$ cat src/rtl/com_bus_arbiter_n.sv
// com_bus_arbiter_n
//   Common-bus arbiter and invalidation tracker for an N-core MESI system.
//   Proc requesters (DL 0..N-1, IL N..2N-1) share the bus round-robin with a
//   one-cycle turnaround after every release; DL snoop write-backs pre-empt
//   arbitration and may nest inside an active proc grant. A separate tracker
//   collects per-sharer invalidation acks with a bounded wait.
// Ports
//   clk, rst_n             clock (rising edge), async active-low reset
//   Com_Bus_Req_proc       [2N]  proc requests, held for the whole transaction
//   Com_Bus_Gnt_proc       [2N]  one-hot proc grant (registered)
//   Com_Bus_Req_snoop      [N]   DL snoop write-back requests
//   Com_Bus_Gnt_snoop      [N]   one-hot snoop grant (registered)
//   Invalidate             level invalidate from the bus owner
//   Shared_local           [N]   per-core "has copy" flags
//   Invalidation_done      [N]   per-core invalidation acks
//   All_Invalidation_done  all captured sharers acked, or timed out
//   Inv_timeout            one-cycle pulse on forced completion
//   Bus_owner              index of current/last proc owner
//   Bus_busy               proc grant or snoop grant active
module com_bus_arbiter_n #(
    parameter int unsigned NUM_CORES   = 4,
    parameter int unsigned INV_TIMEOUT = 32
) (
    input  logic                             clk,
    input  logic                             rst_n,
    input  logic [2*NUM_CORES-1:0]           Com_Bus_Req_proc,
    output logic [2*NUM_CORES-1:0]           Com_Bus_Gnt_proc,
    input  logic [NUM_CORES-1:0]             Com_Bus_Req_snoop,
    output logic [NUM_CORES-1:0]             Com_Bus_Gnt_snoop,
    input  logic                             Invalidate,
    input  logic [NUM_CORES-1:0]             Shared_local,
    input  logic [NUM_CORES-1:0]             Invalidation_done,
    output logic                             All_Invalidation_done,
    output logic                             Inv_timeout,
    output logic [$clog2(2*NUM_CORES)-1:0]   Bus_owner,
    output logic                             Bus_busy
);

    localparam int unsigned NC = NUM_CORES;
    localparam int unsigned NP = 2 * NUM_CORES;
    localparam int unsigned OW = $clog2(NP);
    localparam int unsigned CW = $clog2(INV_TIMEOUT);
    localparam logic [OW:0]   NP_EXT   = (OW+1)'(NP);
    localparam logic [OW-1:0] LAST_REQ = OW'(NP - 1);
    localparam logic [OW-1:0] NC_OW    = OW'(NC);
    localparam logic [CW-1:0] CNT_LAST = CW'(INV_TIMEOUT - 1);

    typedef enum logic [1:0] {P_IDLE, P_GRANT, P_RELEASE} p_state_e;
    typedef enum logic       {S_IDLE, S_GNT}              s_state_e;
    typedef enum logic [1:0] {I_IDLE, I_WAIT, I_DONE}     i_state_e;

    p_state_e       p_state_q, p_state_d;
    s_state_e       s_state_q, s_state_d;
    i_state_e       i_state_q, i_state_d;
    logic [NP-1:0]  gnt_p_q, gnt_p_d;
    logic [NC-1:0]  gnt_s_q, gnt_s_d;
    logic [OW-1:0]  owner_q, owner_d;
    logic [OW-1:0]  ptr_q, ptr_d;
    logic           busy_q, busy_d;
    logic [NC-1:0]  pend_q, pend_d;
    logic [CW-1:0]  cnt_q, cnt_d;
    logic           done_q, done_d;
    logic           to_q, to_d;

    // Round-robin pick: rotate requests so bit 0 is the pointer position
    logic [2*NP-1:0] req_dbl;
    logic [NP-1:0]   req_rot;
    logic [OW-1:0]   rr_off;
    logic            rr_any;
    logic [OW:0]     rr_sum;
    logic [OW-1:0]   rr_win;

    always_comb begin
        req_dbl = {Com_Bus_Req_proc, Com_Bus_Req_proc} >> ptr_q;
        req_rot = req_dbl[NP-1:0];
        rr_off  = '0;
        rr_any  = 1'b0;
        for (int unsigned i = 0; i < NP; i++) begin
            if (req_rot[i] && !rr_any) begin
                rr_off = OW'(i);
                rr_any = 1'b1;
            end
        end
        rr_sum = {1'b0, ptr_q} + {1'b0, rr_off};
        rr_win = (rr_sum >= NP_EXT) ? OW'(rr_sum - NP_EXT) : OW'(rr_sum);
    end

    // Lowest-index snoop requester, one-hot
    logic [NC-1:0] snp_pick;
    assign snp_pick = Com_Bus_Req_snoop & (~Com_Bus_Req_snoop + NC'(1));

    // Sharer mask excluding the owning core (DL and IL of a core share one index)
    logic [OW-1:0] owner_core;
    logic [NC-1:0] owner_mask;
    logic [NC-1:0] inv_capture;
    assign owner_core  = (owner_q >= NC_OW) ? (owner_q - NC_OW) : owner_q;
    assign owner_mask  = NC'(1) << owner_core;
    assign inv_capture = Shared_local & ~Invalidation_done & ~owner_mask;

    // Proc arbitration FSM
    always_comb begin
        p_state_d = p_state_q;
        gnt_p_d   = gnt_p_q;
        owner_d   = owner_q;
        ptr_d     = ptr_q;
        unique case (p_state_q)
            P_IDLE: begin
                // pending or newly arriving snoops take the bus first
                if (s_state_q == S_IDLE && !(|Com_Bus_Req_snoop) && rr_any) begin
                    p_state_d = P_GRANT;
                    gnt_p_d   = NP'(1) << rr_win;
                    owner_d   = rr_win;
                    ptr_d     = (rr_win == LAST_REQ) ? '0 : rr_win + OW'(1);
                end
            end
            P_GRANT: begin
                if (!(|(Com_Bus_Req_proc & gnt_p_q))) begin
                    p_state_d = P_RELEASE;
                    gnt_p_d   = '0;
                end
            end
            P_RELEASE: begin
                p_state_d = P_IDLE;
                gnt_p_d   = '0;
            end
            default: begin
                p_state_d = P_IDLE;
                gnt_p_d   = '0;
            end
        endcase
    end

    // Snoop write-back FSM; blocked only during proc turnaround
    always_comb begin
        s_state_d = s_state_q;
        gnt_s_d   = gnt_s_q;
        unique case (s_state_q)
            S_IDLE: begin
                if (|Com_Bus_Req_snoop && p_state_q != P_RELEASE) begin
                    s_state_d = S_GNT;
                    gnt_s_d   = snp_pick;
                end
            end
            S_GNT: begin
                if (!(|(Com_Bus_Req_snoop & gnt_s_q))) begin
                    s_state_d = S_IDLE;
                    gnt_s_d   = '0;
                end
            end
            default: begin
                s_state_d = S_IDLE;
                gnt_s_d   = '0;
            end
        endcase
        busy_d = (p_state_d == P_GRANT) || (s_state_d == S_GNT);
    end

    // Invalidation tracker FSM
    always_comb begin
        i_state_d = i_state_q;
        pend_d    = pend_q;
        cnt_d     = cnt_q;
        to_d      = 1'b0;
        unique case (i_state_q)
            I_IDLE: begin
                if (Invalidate) begin
                    pend_d    = inv_capture;
                    cnt_d     = '0;
                    i_state_d = (inv_capture == '0) ? I_DONE : I_WAIT;
                end
            end
            I_WAIT: begin
                if (!Invalidate) begin
                    i_state_d = I_IDLE;
                    pend_d    = '0;
                    cnt_d     = '0;
                end else begin
                    pend_d = pend_q & ~Invalidation_done;
                    if (pend_d == '0) begin
                        i_state_d = I_DONE;
                        cnt_d     = '0;
                    end else if (cnt_q == CNT_LAST) begin
                        i_state_d = I_DONE;
                        pend_d    = '0;
                        cnt_d     = '0;
                        to_d      = 1'b1;
                    end else begin
                        cnt_d = cnt_q + CW'(1);
                    end
                end
            end
            I_DONE: begin
                if (!Invalidate) begin
                    i_state_d = I_IDLE;
                    pend_d    = '0;
                end
            end
            default: begin
                i_state_d = I_IDLE;
                pend_d    = '0;
                cnt_d     = '0;
            end
        endcase
        done_d = (i_state_d == I_DONE);
    end

    // State and output registers
    always_ff @(posedge clk or negedge rst_n) begin
        if (!rst_n) begin
            p_state_q <= P_IDLE;
            s_state_q <= S_IDLE;
            i_state_q <= I_IDLE;
            gnt_p_q   <= '0;
            gnt_s_q   <= '0;
            owner_q   <= '0;
            ptr_q     <= '0;
            busy_q    <= 1'b0;
            pend_q    <= '0;
            cnt_q     <= '0;
            done_q    <= 1'b0;
            to_q      <= 1'b0;
        end else begin
            p_state_q <= p_state_d;
            s_state_q <= s_state_d;
            i_state_q <= i_state_d;
            gnt_p_q   <= gnt_p_d;
            gnt_s_q   <= gnt_s_d;
            owner_q   <= owner_d;
            ptr_q     <= ptr_d;
            busy_q    <= busy_d;
            pend_q    <= pend_d;
            cnt_q     <= cnt_d;
            done_q    <= done_d;
            to_q      <= to_d;
        end
    end

    assign Com_Bus_Gnt_proc      = gnt_p_q;
    assign Com_Bus_Gnt_snoop     = gnt_s_q;
    assign Bus_owner             = owner_q;
    assign Bus_busy              = busy_q;
    assign All_Invalidation_done = done_q;
    assign Inv_timeout           = to_q;

endmodule

$ cat config.mk
export PLATFORM = sky130hd
export DESIGN_NAME = com_bus_arbiter_n
export DESIGN_NICKNAME = d
export VERILOG_FILES = /design/src/rtl/com_bus_arbiter_n.sv
export SDC_FILE = /design/constraint.sdc
export NUM_CORES = 1
export LEC_CHECK = 0
export ABC_AREA = 1
export CAP_MARGIN = 40
export CORE_MARGIN = 5
export CORE_UTILIZATION = 54
export CTS_BUF_LIST = sky130_fd_sc_hd__clkbuf_2 sky130_fd_sc_hd__clkbuf_4 sky130_fd_sc_hd__clkbuf_8
export CTS_CLUSTER_DIAMETER = 60
export DETAILED_ROUTE_END_ITERATION = 7
export GPL_TIMING_DRIVEN = 0
export PLACE_DENSITY = 0.82
export SLEW_MARGIN = 20
export SYNTH_ARGS = -nofsm -noshare
export SYNTH_HDL_FRONTEND = slang
export SYNTH_SLANG_ARGS = --single-unit
$ cat constraint.sdc
create_clock -name clk -period 3.9 [get_ports clk]
set_input_delay 0.975 -clock clk [delete_from_list [all_inputs] [get_ports clk]]
set_output_delay 0.975 -clock clk [all_outputs]
set_load 0.03 [all_outputs]
# Yosys cells after proc, flatten, opt, wreduce, memory -nomap -nowiden
# Cells that the tools add are included.
# W data, S select, Z words.
[totals]
regBits = 35
input_bits = 23
output_inout_bits = 18
[classes]
add_sub_neg = 6
n_lt_le_gt_ge = 2
eq_ne = 14
shifts = 3
n_mux = 52
n_bitwise = 11
reduce_logical = 31
[ops]
columns = ["cell", "n"]
rows = [
  ["$mux W4", 7],
  ["$mux W3", 8],
  ["$and A4 B4 Y4", 5],
  ["$mux W5", 4],
  ["$mux W2", 9],
  ["$mux W8", 2],
  ["$pmux W8 S2", 1],
  ["$shr A16 B3 Y8", 1],
  ["$mux W1", 15],
  ["$pmux W5 S3", 1],
  ["$ne A2 B2 Y1 const B", 6],
  ["$not A4 Y4", 3],
  ["$pmux W4 S3", 1],
  ["$logic_and A1 B1 Y1", 10],
  ["$reduce_and A2 Y1", 5],
  ["$and A8 B8 Y8", 1],
  ["$logic_not A1 Y1", 8],
  ["$logic_not A4 Y1", 2],
  ["$pmux W4 S2", 1],
  ["$reduce_or A4 Y1", 2],
  ["$reduce_or A8 Y1", 1],
  ["$shl A1 B3 Y8 const A", 1],
  ["$eq A2 B1 Y1 const B", 3],
  ["$pmux W2 S3", 1],
  ["18 further kinds", 21],
]

# Depth between registers and ports, before layout
[logic_depth]
word_depth = 29
ltp_mapped = 22
ltp_nobuf = 21

# Worst setup path before layout
# OpenSTA, ideal clock, no wires.
[synth_path]
kind = "input -> register"
start = "input Com_Bus_Req_proc[4]"
end = "register ptr_q[2]"
setup_time_ns = 0.125
arrival_ns = 3.203
slack_ns = 0.572
cell_stages = 17
path_buffers = 0
path_cell_list = "nand2_1 -> nand3_1 -> nand3_1 -> nand2_1 -> nor2_2 -> nand2_2 -> nor2_4 -> nand4_1 -> o211ai_1 -> ha_1 -> inv_1 -> fa_1 -> inv_1 -> ha_1 -> ha_1 -> nand2_1 -> o21ai_1"
[synth_between]
elab_chain_cells = 28
word_cells_on_any_way = 39
cone_classes = "3 x add/sub; 1 x order compare; 1 x eq/ne; 1 x shift; 17 x mux; 16 x reduce/logical"
[synth_lines]
columns = ["element", "line", "source"]
rows = [
  ["start, declared", "26", "input logic [2*NUM_CORES-1:0] Com_Bus_Req_proc,"],
  ["$shr A16 B3 Y8 *", "74", "req_dbl = {Com_Bus_Req_proc, Com_Bus_Req_proc} >> ptr_q;"],
  ["$mux W1", "79", "if (req_rot[i] && !rr_any) begin"],
  ["$logic_not A1 Y1", "79", ""],
  ["$logic_and A1 B1 Y1", "79", ""],
  ["$mux W1", "79", ""],
  ["$logic_not A1 Y1", "79", ""],
  ["$logic_and A1 B1 Y1", "79", ""],
  ["$mux W1", "79", ""],
  ["[13 not listed]", "-", ""],
  ["$logic_and A1 B1 Y1", "79", ""],
  ["$mux W3 *", "79", ""],
  ["$add A3 B3 Y4 *", "84", "rr_sum = {1'b0, ptr_q} + {1'b0, rr_off};"],
  ["net rr_sum[1]", "70", "logic [OW:0] rr_sum;"],
  ["$ge A4 B4 Y1 or $sub A3 B1 Y3 (tied branches)", "85", "rr_win = (rr_sum >= NP_EXT) ? OW'(rr_sum - NP_EXT) : OW'(rr_sum);"],
  ["$mux W3 *", "85", ""],
  ["$add A3 B1 Y3 or $eq A3 B3 Y1 (tied branches)", "113", "ptr_d = (rr_win == LAST_REQ) ? '0 : rr_win + OW'(1);"],
  ["$mux W3 *", "113", ""],
  ["end signal, assigned", "229", "ptr_q <= ptr_d;"],
  ["end, declared", "58", "logic [OW-1:0] ptr_q, ptr_d;"],
]
# Mark *: on every way through the listed nets, which the timed path passes. The rest lies on a longest branch.
# A chain may end at the register's enable or synchronous reset.

# Final worst setup path
[layout_path]
start = "input Com_Bus_Req_proc[2]"
end = "register ptr_q[2]"
# The elaborated chain is that of the path after synthesis.

==> metrics.txt <==
Final Cycle Share 91.3%; Primary FF master, synth dfrtp_1; Slew Viols, Final 0; Hold Path Class reg2reg; largest cells by area after synthesis dfrtp_1 (39%), nand2_1 (14%), nand3_1 (8.3%); first-pass GRT wire length 8900 um; Seq pwr share 22.4%; crit start category primary input; post-synthesis sequential element count 35; largest fanout on the critical path 4; antenna violations before repair 0; DRT Wirelength ~5200 um; Sw Ratio 49.1%; Int Power 1.30 mW; hpwl dp around 4100 um; largest net degree at the start of global routing 29; die area 0.00554 mm^2; RSZ-0062 raised after global routing no; hold_buf cts 0; IO buf count 40; required time of the critical path 4.06 ns; # DRC 0; core area 0.00400 mm^2; Hold EP p_state_q[1]$_DFF_PN0_; adder-cell share of the synthesized area 5.36%; Synth top area share 39.1%; detailed-route via count approximately 2100; Final Hold Vio Count 0; Synth Area in Simple Gates 33.3%; fin crit period 3.56 ns; CTS sink count 35; part of the power in the clock network 13.3%; largest family of logic cells by synthesized area simple AND/OR/NAND/NOR gates; r2r worst-path depth 18; Worst-path clk slew 0.07 ns; Pwr Density a little under 900 mW/mm^2; Worst setup EP type flop; Slew @ Worst Pin 0.476 ns; number of flops mapped to enable cells by yosys 0; Syn Area/Cell 7.67 um^2; DR WL/cell 13.3 um; CTS Buf Count 5; Die Ht 74.4 um; mux contribution to synthesized area 0%; Ports 41; dpl ws -0.254 ns; area growth from synthesis to layout 29.2%; gpl congestion slightly below 0.9; fmax 281 MHz; Static Leak 1.45 nW; layout cell share with drive strength beyond 1 13.4%; xor and xnor area share after synthesis ~1.2%; Crit Reg-Reg Startpoint ptr_q[1]$_DFFE_PN0P_; DR iter-0 viols 89; Mapped Cells 292; # diodes 0; final setup margin 0.338 ns; FP Rows 23; kind of critical path in2reg; Async SR Flop Fraction 100%; Synthesized Nets 324; Worst Skew about 0.0046 ns; flop-to-flop setup slack 0.61 ns; post-synthesis compound-gate area fraction roughly an eighth; crit path launch Com_Bus_Req_proc[2]; post-synthesis sequential area ratio 39.1%; MaxCap Viol Count 0; Comb power frac 64.3%; hold_sp p_state_q[1]$_DFF_PN0_; GRT Total Usage between 20% and 30%; Synth Cell Area 0.00224 mm^2; outcome completed; H-Tree Depth 2; Hold Crit Depth 1; Arr. time, crit path between 3 and 4 ns; antenna viol nets, final 0; 1st-pass router iterations 4; Initial Util roughly 56%; final setup fails 0; fill count 318; worst reg2reg endpoint ptr_q[2]$_DFFE_PN0P_; Worst-Skew Late Latency 0.28 ns; vias in the first global route ~2000; final-stage net count 375; YS warnings 0; biggest area consumer among synthesized cells dfrtp_1; count of cell types in the netlist 37; grt ovf 0; Max clock buf depth 2; CTS tree built; Psw 1.26 mW; Die Span X ~74 um; Vias/cell between 5 and 6; peak supply drop roughly 460 uV; Slew headroom between 60% and 70%; CTS root buffer clkbuf_8; setup_tns 0 ns
==> how the worst max path moves through the flow <==
stage | endpoint | slack (ns)
after floorplan | ptr_q[2]$_DFFE_PN0P_ | 0.57
after global placement | ptr_q[2]$_DFFE_PN0P_ | -0.20
after detailed placement | ptr_q[2]$_DFFE_PN0P_ | -0.25
after CTS | ptr_q[2]$_DFFE_PN0P_ | 0.02
after global routing | ptr_q[2]$_DFFE_PN0P_ | 0.16
final | ptr_q[2]$_DFFE_PN0P_ | 0.34
==> what timing repair did <==
action,CTS,global route
endpoints found under the setup margin,0,6
hold endpoints to repair,0,0
setup buffers,0,3
resized for setup,0,14
==> worst max-delay path, stage by stage <==
cell	delay, ns
dlymetal6s2s_1	0.17
nand2_2	0.08
nand3_1	0.11
nand3_1	0.11
nand2_1	0.10
nor2_2	0.12
nand2_2	0.09
nor2_4	0.14
nand4_1	0.14
o211ai_1	0.15
ha_2	0.20
inv_1	0.05
fa_2	0.61
inv_1	0.08
ha_2	0.20
ha_1	0.27
nand2_1	0.06
o21ai_1	0.06
==> registers in the layout (all words and copies together), names as in the netlist <==
name	count
s_state_q	1
p_state_q	2
Bus_busy	1
pend_q	4
Com_Bus_Gnt_snoop	4
Inv_timeout	1
All_Invalidation_done	1
i_state_q	2
ptr_q	3
Bus_owner	3
Com_Bus_Gnt_proc	8
cnt_q	5
==> power by group through the flow <==
stage          registers, mW  logic (mW)  clock network (mW)
6_report               0.574        1.64               0.339
5_1_grt                0.591        1.83               0.360
4_1_cts                0.573        1.59               0.344
3_5_place_dp           0.576        1.57                   0
3_3_place_gp           0.573        1.53                   0
2_1_floorplan          0.680        1.04                   0
==> cell type report <==
cell class                      instances  area (um^2)  share of cell area (%)
Sequential cell                        35          876                    30.3
Multi-Input combinational cell        219         1200                    41.7
Inverter                               34          139                    4.80
Clock inverter                          2         35.0                    1.21
Clock buffer                            6         82.6                    2.85
Timing Repair Buffer                   44          458                    15.8
Tap cell                               50         62.6                    2.16
Buffer                                  4         35.0                    1.21
==> routing by layer <==
layer | track usage [%] | vias up | wire length [um]
met5 | 0 | - | 0
met4 | 5.34 | 0 | 51
met3 | 3.78 | 9 | 325
met2 | 35.1 | 60 | 2530
met1 | 26.8 | 984 | 2330
li1 | - | 1088 | -
==> synth_stat cells, drive strengths merged, types with 2 or more instances <==
| cell | n |
|---|---|
| a211oi | 2 |
| a221oi | 3 |
| a22o | 2 |
| a31oi | 2 |
| a41oi | 2 |
| buf | 4 |
| dfrtp | 35 |
| ha | 8 |
| inv | 33 |
| nand2 | 95 |
| nand3 | 40 |
| nand4 | 5 |
| nor2 | 17 |
| nor3b | 2 |
| o211ai | 3 |
| o21a | 3 |
| o21ai | 21 |
| o221ai | 3 |
| o22ai | 4 |
| or2 | 2 |
| xor2 | 2 |
==> cells by family after synthesis <==
group / count (synthesis)
flops: 35
compound gates: 46
fa+ha+maj: 9
buf+inv: 38
xor+xnor: 3
simple gates: 161
==> metrics by stage <==
| stage | util [%] | hold slack, ns | power [mW] | area, um^2 | cells |
|---|---|---|---|---|---|
| after global placement | 67.6 | 0.442 | 2.10 | 2700 | 382 |
| final | 72.3 | 0.461 | 2.56 | 2890 | 394 |
| after CTS | 70.9 | 0.455 | 2.51 | 2840 | 391 |
| after global routing | 72.3 | 0.492 | 2.78 | 2890 | 394 |
| after detailed placement | 67.9 | 0.445 | 2.15 | 2720 | 383 |
| after floorplan | - | 0.429 | 1.72 | 2240 | 292 |
==> placed cells by master, fill, tap and decap left out, drive strengths merged, types with 3 or more instances in the layout <==
cell type	count
nand2	95
nand3	40
dfrtp	35
inv	33
clkdlybuf4s50	31
o21ai	21
nor2	17
buf	9
dlymetal6s2s	8
ha	8
clkbuf	6
nand4	5
o22ai	4
o211ai	3
a221oi	3
o221ai	3
o21a	3
No activity file was read; power rests on OpenSTA's default activity.
